===== config.mk =====
export PLATFORM = sky130hd
export DESIGN_NAME = rv32e_mmio_gpio
export DESIGN_NICKNAME = d
export VERILOG_FILES = /design/src/rtl/rv32e_gpio_pkg.sv /design/src/rtl/rv32e_gpio_sync.sv /design/src/rtl/rv32e_mmio_gpio.sv
export SDC_FILE = /design/constraint.sdc
export NUM_CORES = 1
export LEC_CHECK = 0
export CELL_PAD_IN_SITES_DETAIL_PLACEMENT = 2
export CELL_PAD_IN_SITES_GLOBAL_PLACEMENT = 2
export CORE_AREA = 3 3 140 155
export DETAILED_ROUTE_END_ITERATION = 10
export DIE_AREA = 0 0 143 158
export HOLD_SLACK_MARGIN = 0.06
export PLACE_DENSITY_LB_ADDON = 0.1
export SETUP_SLACK_MARGIN = 0.02
export SLEW_MARGIN = 15
export SYNTH_ARGS = -nofsm -noshare
export SYNTH_HDL_FRONTEND = slang
export SYNTH_HIERARCHICAL = 1
export SYNTH_SLANG_ARGS = --single-unit

===== constraint.sdc =====
create_clock -name clk -period 2.9 [get_ports clk]
set_input_delay 0.725 -clock clk [delete_from_list [all_inputs] [get_ports clk]]
set_output_delay 0.725 -clock clk [all_outputs]
set_load 0.01 [all_outputs]

===== src/rtl/rv32e_gpio_pkg.sv =====
// rv32e_gpio_pkg: register map constants shared by the GPIO peripheral
package rv32e_gpio_pkg;
  localparam int PORT_STRIDE = 16;
  typedef enum logic [3:0] {
    OFF_DOUT = 4'h0,
    OFF_DIN  = 4'h4,
    OFF_STAT = 4'h8,
    OFF_MASK = 4'hC
  } reg_off_e;
endpackage


===== src/rtl/rv32e_gpio_sync.sv =====
// rv32e_gpio_sync: multi-stage input synchroniser with rising-edge pulse output
module rv32e_gpio_sync
  import rv32e_gpio_pkg::*;
#(
  parameter int WIDTH       = 8,
  parameter int SYNC_STAGES = 2
) (
  input  logic             clk,
  input  logic             reset,
  input  logic [WIDTH-1:0] d,
  output logic [WIDTH-1:0] q,
  output logic [WIDTH-1:0] rise
);
  logic [SYNC_STAGES-1:0][WIDTH-1:0] stg;
  logic [WIDTH-1:0] prev;
  always_ff @(posedge clk)
    if (reset) begin
      stg  <= '0;
      prev <= '0;
    end else begin
      stg[0] <= d;
      for (int i = 1; i < SYNC_STAGES; i++) stg[i] <= stg[i-1];
      prev <= stg[SYNC_STAGES-1];
    end
  assign q    = stg[SYNC_STAGES-1];
  assign rise = q & ~prev;
endmodule


===== src/rtl/rv32e_mmio_gpio.sv =====
// rv32e_mmio_gpio: memory-mapped multi-port GPIO with sticky edge status; RV32E_GPIO_IRQ_EN adds IRQ_MASK and irq
module rv32e_mmio_gpio
  import rv32e_gpio_pkg::*;
#(
  parameter int NPORTS      = 4,
  parameter int WIDTH       = 8,
  parameter int ADDR_W      = 8,
  parameter int SYNC_STAGES = 2
) (
  input  logic                    clk,
  input  logic                    reset,
  input  logic                    sel,
  input  logic [ADDR_W-1:0]       addr_bus,
  input  logic [31:0]             write_data,
  input  logic                    write_sig,
  output logic [31:0]             read_data,
  input  logic [NPORTS*WIDTH-1:0] gpio_i,
  output logic [NPORTS*WIDTH-1:0] gpio_o,
  output logic                    irq
);
  localparam int IW = ADDR_W - 4;
  logic [IW-1:0] idx;
  reg_off_e off;
  logic hit, wr, unused_bits;
  logic [WIDTH-1:0] wd, rd;
  logic [NPORTS-1:0][WIDTH-1:0] dout, stat, mask, sync_v, rise;
  assign idx         = addr_bus[ADDR_W-1:4];
  assign off         = reg_off_e'({addr_bus[3:2], 2'b00});
  assign hit         = 32'(idx) < NPORTS;
  assign wr          = sel & write_sig & hit;
  assign wd          = write_data[WIDTH-1:0];
  assign unused_bits = ^{write_data, addr_bus[1:0]};
  for (genvar p = 0; p < NPORTS; p++) begin : g_port
    rv32e_gpio_sync #(.WIDTH(WIDTH), .SYNC_STAGES(SYNC_STAGES)) u_sync (
      .clk  (clk),
      .reset(reset),
      .d    (gpio_i[p*WIDTH +: WIDTH]),
      .q    (sync_v[p]),
      .rise (rise[p])
    );
  end
  always_ff @(posedge clk)
    if (reset) begin
      dout <= '0;
      stat <= '0;
    end else begin
      for (int i = 0; i < NPORTS; i++) begin
        if (wr && 32'(idx) == i && off == OFF_DOUT) dout[i] <= wd;
        stat[i] <= ((wr && 32'(idx) == i && off == OFF_STAT) ? stat[i] & ~wd : stat[i]) | rise[i];
      end
    end
`ifdef RV32E_GPIO_IRQ_EN
  always_ff @(posedge clk)
    if (reset) begin
      mask <= '0;
      irq  <= 1'b0;
    end else begin
      for (int i = 0; i < NPORTS; i++)
        if (wr && 32'(idx) == i && off == OFF_MASK) mask[i] <= wd;
      irq <= |(stat & mask);
    end
`else
  assign mask = '0;
  assign irq  = 1'b0;
`endif
  always_comb begin
    rd = '0;
    for (int i = 0; i < NPORTS; i++)
      if (32'(idx) == i)
        rd = off == OFF_DOUT ? dout[i] :
             off == OFF_DIN  ? sync_v[i] :
             off == OFF_STAT ? stat[i] : mask[i];
  end
  assign read_data = 32'(rd);
  assign gpio_o    = dout;
endmodule


# Yosys cells after proc, flatten, opt, wreduce, memory -nomap -nowiden
# Index checks and enable logic that the tools add are counted.
# classes
addsub	0
multipliers	0
div	0
n_lt_le_gt_ge	1
eq_ne	5
shift	0
n_mux	20
bitwise	19
n_reduce_logical	14
# ops
cell	n
8-bit 2-to-1 mux	20
8-bit AND	8
8-bit NOT	5
8-bit bitwise OR	4
1-bit logical AND	12
4-bit by 2-bit equality test with 1-bit output, second input constant	2
4-bit logical NOT	2
4-bit by 1-bit equality test with 1-bit output, second input constant	1
4-bit by 3-bit less-than comparator with 1-bit output, second input constant	1
1-bit AND	2
2-bit by 1-bit equality test with 1-bit output, second input constant	1
2-bit equality test, second input constant	1
# totals
regBits	160
latchBits	0
ramBits	0
mem_bits_ro	0
inputBits	76
output_inout_bits	65
wordCells	79
memories	0

# Logic depth before layout (Yosys ltp)
# depth
ltp_word	8
depth_mapped	6
depth_no_buf	4

# Modules after synthesis
# The synthesis kept the hierarchy.
# by_module_without_submodules
module	instances	cells_per_inst	area_per_inst_um2	seq_area_each_um2
rv32e_mmio_gpio	1	414	3644.7	1281.2
rv32e_gpio_sync	4	66	803.3	480.5

# Worst setup path after synthesis
# Ideal clock, no wire load.
# synth_path
path_kind	in2out
start	in addr_bus[3]
end	out read_data[3]
arrival_ns	1.708
t_required_ns	2.175
slack_ns	0.467
path_stages	6
path_buffers	2
path_cell_list	buf_4 -> buf_4 -> mux2i_1 -> o21ai_0 -> a221oi_1 -> a21oi_1
# synth_between
elab_chain_len	8
word_cells_on_any_way	19
cone_classes	eq/ne (2); mux (16); reduce/logical (1)
# synth_rtl
item	line_no	rtl
start, declared	rv32e_mmio_gpio.sv:13	input logic [ADDR_W-1:0] addr_bus,
2-bit equality test	rv32e_mmio_gpio.sv:72	off == OFF_STAT ? stat[i] : mask[i];
8-bit 2-to-1 mux	rv32e_mmio_gpio.sv:72	
8-bit 2-to-1 mux	rv32e_mmio_gpio.sv:71	off == OFF_DIN ? sync_v[i] :
8-bit 2-to-1 mux	rv32e_mmio_gpio.sv:70	rd = off == OFF_DOUT ? dout[i] :
8-bit 2-to-1 mux (3 in series)	rv32e_mmio_gpio.sv:69	if (32'(idx) == i)
8-bit 2-to-1 mux *	rv32e_mmio_gpio.sv:69	
end, declared	rv32e_mmio_gpio.sv:16	output logic [31:0] read_data,
# Mark *: on every way between the ends. The rest lies on a longest branch, timed or not.

# Worst setup path in the final report
# layout_path
start	in addr_bus[3]
end	out read_data[7]
# The elaborated chain is that of the path after synthesis.

==> out/metrics.cfg <==
[outcome]
status=complete, no violations

[critical_path]
worst_setup_path_end_kind=output pin
start_kind=primary input
crit_end=read_data[7]
r2r_start=g_port[1].u_sync/q[0]
r2r_cells=3
worst-setup-path-type=in -> out
cp_max_fo=11
rr_endpoint=stat[8]
reg2reg_slack_ns=1.83
crit_required_ns=2.17
arrival_ns=2.05
worstSetupStartpoint=addr_bus[3]

[routing]
first_iter_violations=182
drc=0
viasPerCell=4.92
ant_nets=0
wirelength_um=20500
dr_total_vias=5063
wl_per_cell_um=19.9
drtPass1Iterations=4

[synth]
yosys-top-cells-count=dfxtp_1 (160), mux2i_1 (64), nor2_1 (64), nor2b_1 (64), buf_4 (63)
yosysTopAreaCell=dfxtp_1
yosysMostFrequentCell=dfxtp_1
ys.flop_type=dfxtp_1
synth_edf_count=0
synth_top_area_share_pct=46.7
seq_area_frac_synth_pct=46.7
yosys_warnings=6
synth.distinct_cells=28
synth_seq_cells=160
syn_inst=678
synth.area.top_cells=dfxtp_1 (47%), mux2i_1 (9.3%), nor2b_2 (7.2%)
netlist_area_mm2=0.00686
async_flop_share_pct=0
synth.avg_cell_area_um2=10.1

[layout]
layout.cells.non_filler=1030
finalNetCount=842
stdcell_area_mm2=0.00875
nFillCells=2092
diodes=0
area_growth_pct=27.5
drive_gt1_share_pct=21.5

[global_route]
grt_overflow=0
grt_pass1_wl_um=31300
grt_max_degree=53
grtUsageTotal_pct=18.0
grt_pass1_vias=5551
antenna_found_initial=0

[clock_network]
h-tree-depth=4
cts_root_buf=clkbuf_16
cts_inserted_buffers=17
numClockSinks=160
clockBufferDepth=2
clk_pin_slew_ns=0.06
holdBufCountCts=0
clk_latency_ns=0.42
cts_tree=built

[sta]
hold_viol_final=0
setup_viol=0
holdWs_ns=0.435
fin_crit_sh_pct=95.8
max_freq_mhz=360
worst_pin_slew_ns=0.645
min_period_ns=2.78
rsz0062_at_grt=no
setup_ws_ns=0.122
worst_clock_skew_ns=0.00715
drv_slew=0
max_slew_margin_pct=56.9

[floorplan]
start_util_pct=34.2
fp.dieH_um=158
num_io_pins=141
die_w_um=143
dieArea_mm2=0.0226
fp.coreArea_mm2=0.0201
num_rows=54

[placed_design]
placed_cells=993
place_area_mm2=0.00795
dpl.hpwl_um=13800
gp_congestion=0.771
portBuffers=89
dpl_worst_slack_ns=-0.506

[power]
leakagePower_nw=3.53
p_total_mw=5.20
power_density_mw_per_mm2=595
irDropWorstVdd_mv=0.377

[job]
maxCapViolCount=0

[hold_path]
hp-class=reg -> reg

-- power by group --
| group | leakage (nW) | internal (mW) | switching (mW) | total (mW) |
|---|---|---|---|---|
| Combinational | 1.92 | 0.231 | 0.242 | 0.473 |
| Clock | 0.305 | 1.50 | 0.921 | 2.42 |
| Sequential | 1.31 | 2.28 | 0.0361 | 2.31 |
| Total | 3.53 | 4.00 | 1.20 | 5.20 |
-- worst min path at each step --
| stage | endpoint | slack, ns | start | cells past startpoint |
|---|---|---|---|---|
| 2_1_floorplan | g_port[0].u_sync/q[7] | 0.41 | g_port[0].u_sync/stg[7] | 1 |
| 3_3_place_gp | g_port[0].u_sync/q[7] | 0.41 | g_port[0].u_sync/stg[7] | 1 |
| 5_1_grt | g_port[3].u_sync/q[3] | 0.45 | g_port[3].u_sync/stg[3] | 1 |
| 4_1_cts | g_port[2].u_sync/q[6] | 0.44 | g_port[2].u_sync/stg[6] | 1 |
| 3_5_place_dp | g_port[3].u_sync/q[3] | 0.43 | g_port[3].u_sync/stg[3] | 1 |
| 6_report | g_port[2].u_sync/q[6] | 0.44 | g_port[2].u_sync/stg[6] | 1 |
-- sequential cells by signal, indices dropped and copies added (netlist names) --
name                flops
gpio_o                 32
stat                   32
g_port.u_sync/q        32
g_port.u_sync/stg      32
g_port.u_sync/prev     32
-- kinds of logic after synthesis --
family / synth area share (%)
simple gates: 25.5
flops: 46.7
compound gates: 7.88
mux: 9.34
buf+inv: 10.6
other cells: 0.0547
-- layout by cell type, fill, tap and decap left out, types with 3 or more instances in the layout --
cell and instances:
inv_1 16, dfxtp_1 160, clkdlybuf4s50_1 75, nor2_1 64
a311oi_1 24, nor2b_1 64, buf_6 3, nand3b_1 32
a22oi_1 7, and4b_1 9, dlygate4sd2_1 3, nor2b_2 56
buf_4 37, nor3_1 8, o21ai_1 3, a21oi_1 6
and2b_1 17, conb_1 25, clkbuf_16 19, bufinv_16 4
mux2i_1 63, a221oi_2 6, buf_2 9, buf_12 10
o21ai_0 29
-- final cells by class --
| class | instances | area, µm² | share of cell area [%] |
|---|---|---|---|
| Sequential cell | 160 | 3200 | 36.6 |
| Multi-Input combinational cell | 429 | 3070 | 35.2 |
| Timing Repair Buffer | 142 | 1460 | 16.7 |
| Clock buffer | 20 | 457 | 5.22 |
| Tap cell | 252 | 315 | 3.61 |
| Clock inverter | 11 | 178 | 2.03 |
| Inverter | 16 | 60.1 | 0.687 |
-- timing repair --
action                                  CTS  global route
resized for setup                        47             8
pin swaps                                 7             3
endpoints found under the setup margin    8             6
gates cloned                              2             2
setup buffers                             2             0
-- critical path, cell delays in order --
cell	delay, ns
buf_6	0.15
buf_12	0.17
mux2i_1	0.19
o21ai_0	0.16
buf_4	0.18
a221oi_2	0.23
a21oi_2	0.08
buf_2	0.15
-- routing by layer --
metal	vias up	GRT usage [%]	part of all wire, %
met4	0	4.62	1.4
met2	106	32.0	51
li1	2386	-	-
met1	2552	22.4	44
met5	-	0	0
met3	19	3.47	3.4
-- through the flow --
stage          setup TNS [ns]  utilization, %
2_1_floorplan               0               -
5_1_grt                     0            43.6
6_report                    0            43.6
3_3_place_gp            -3.11            39.6
4_1_cts                     0            43.2
3_5_place_dp            -3.22            39.6
Note: power is estimated with default switching activity, not from simulation.
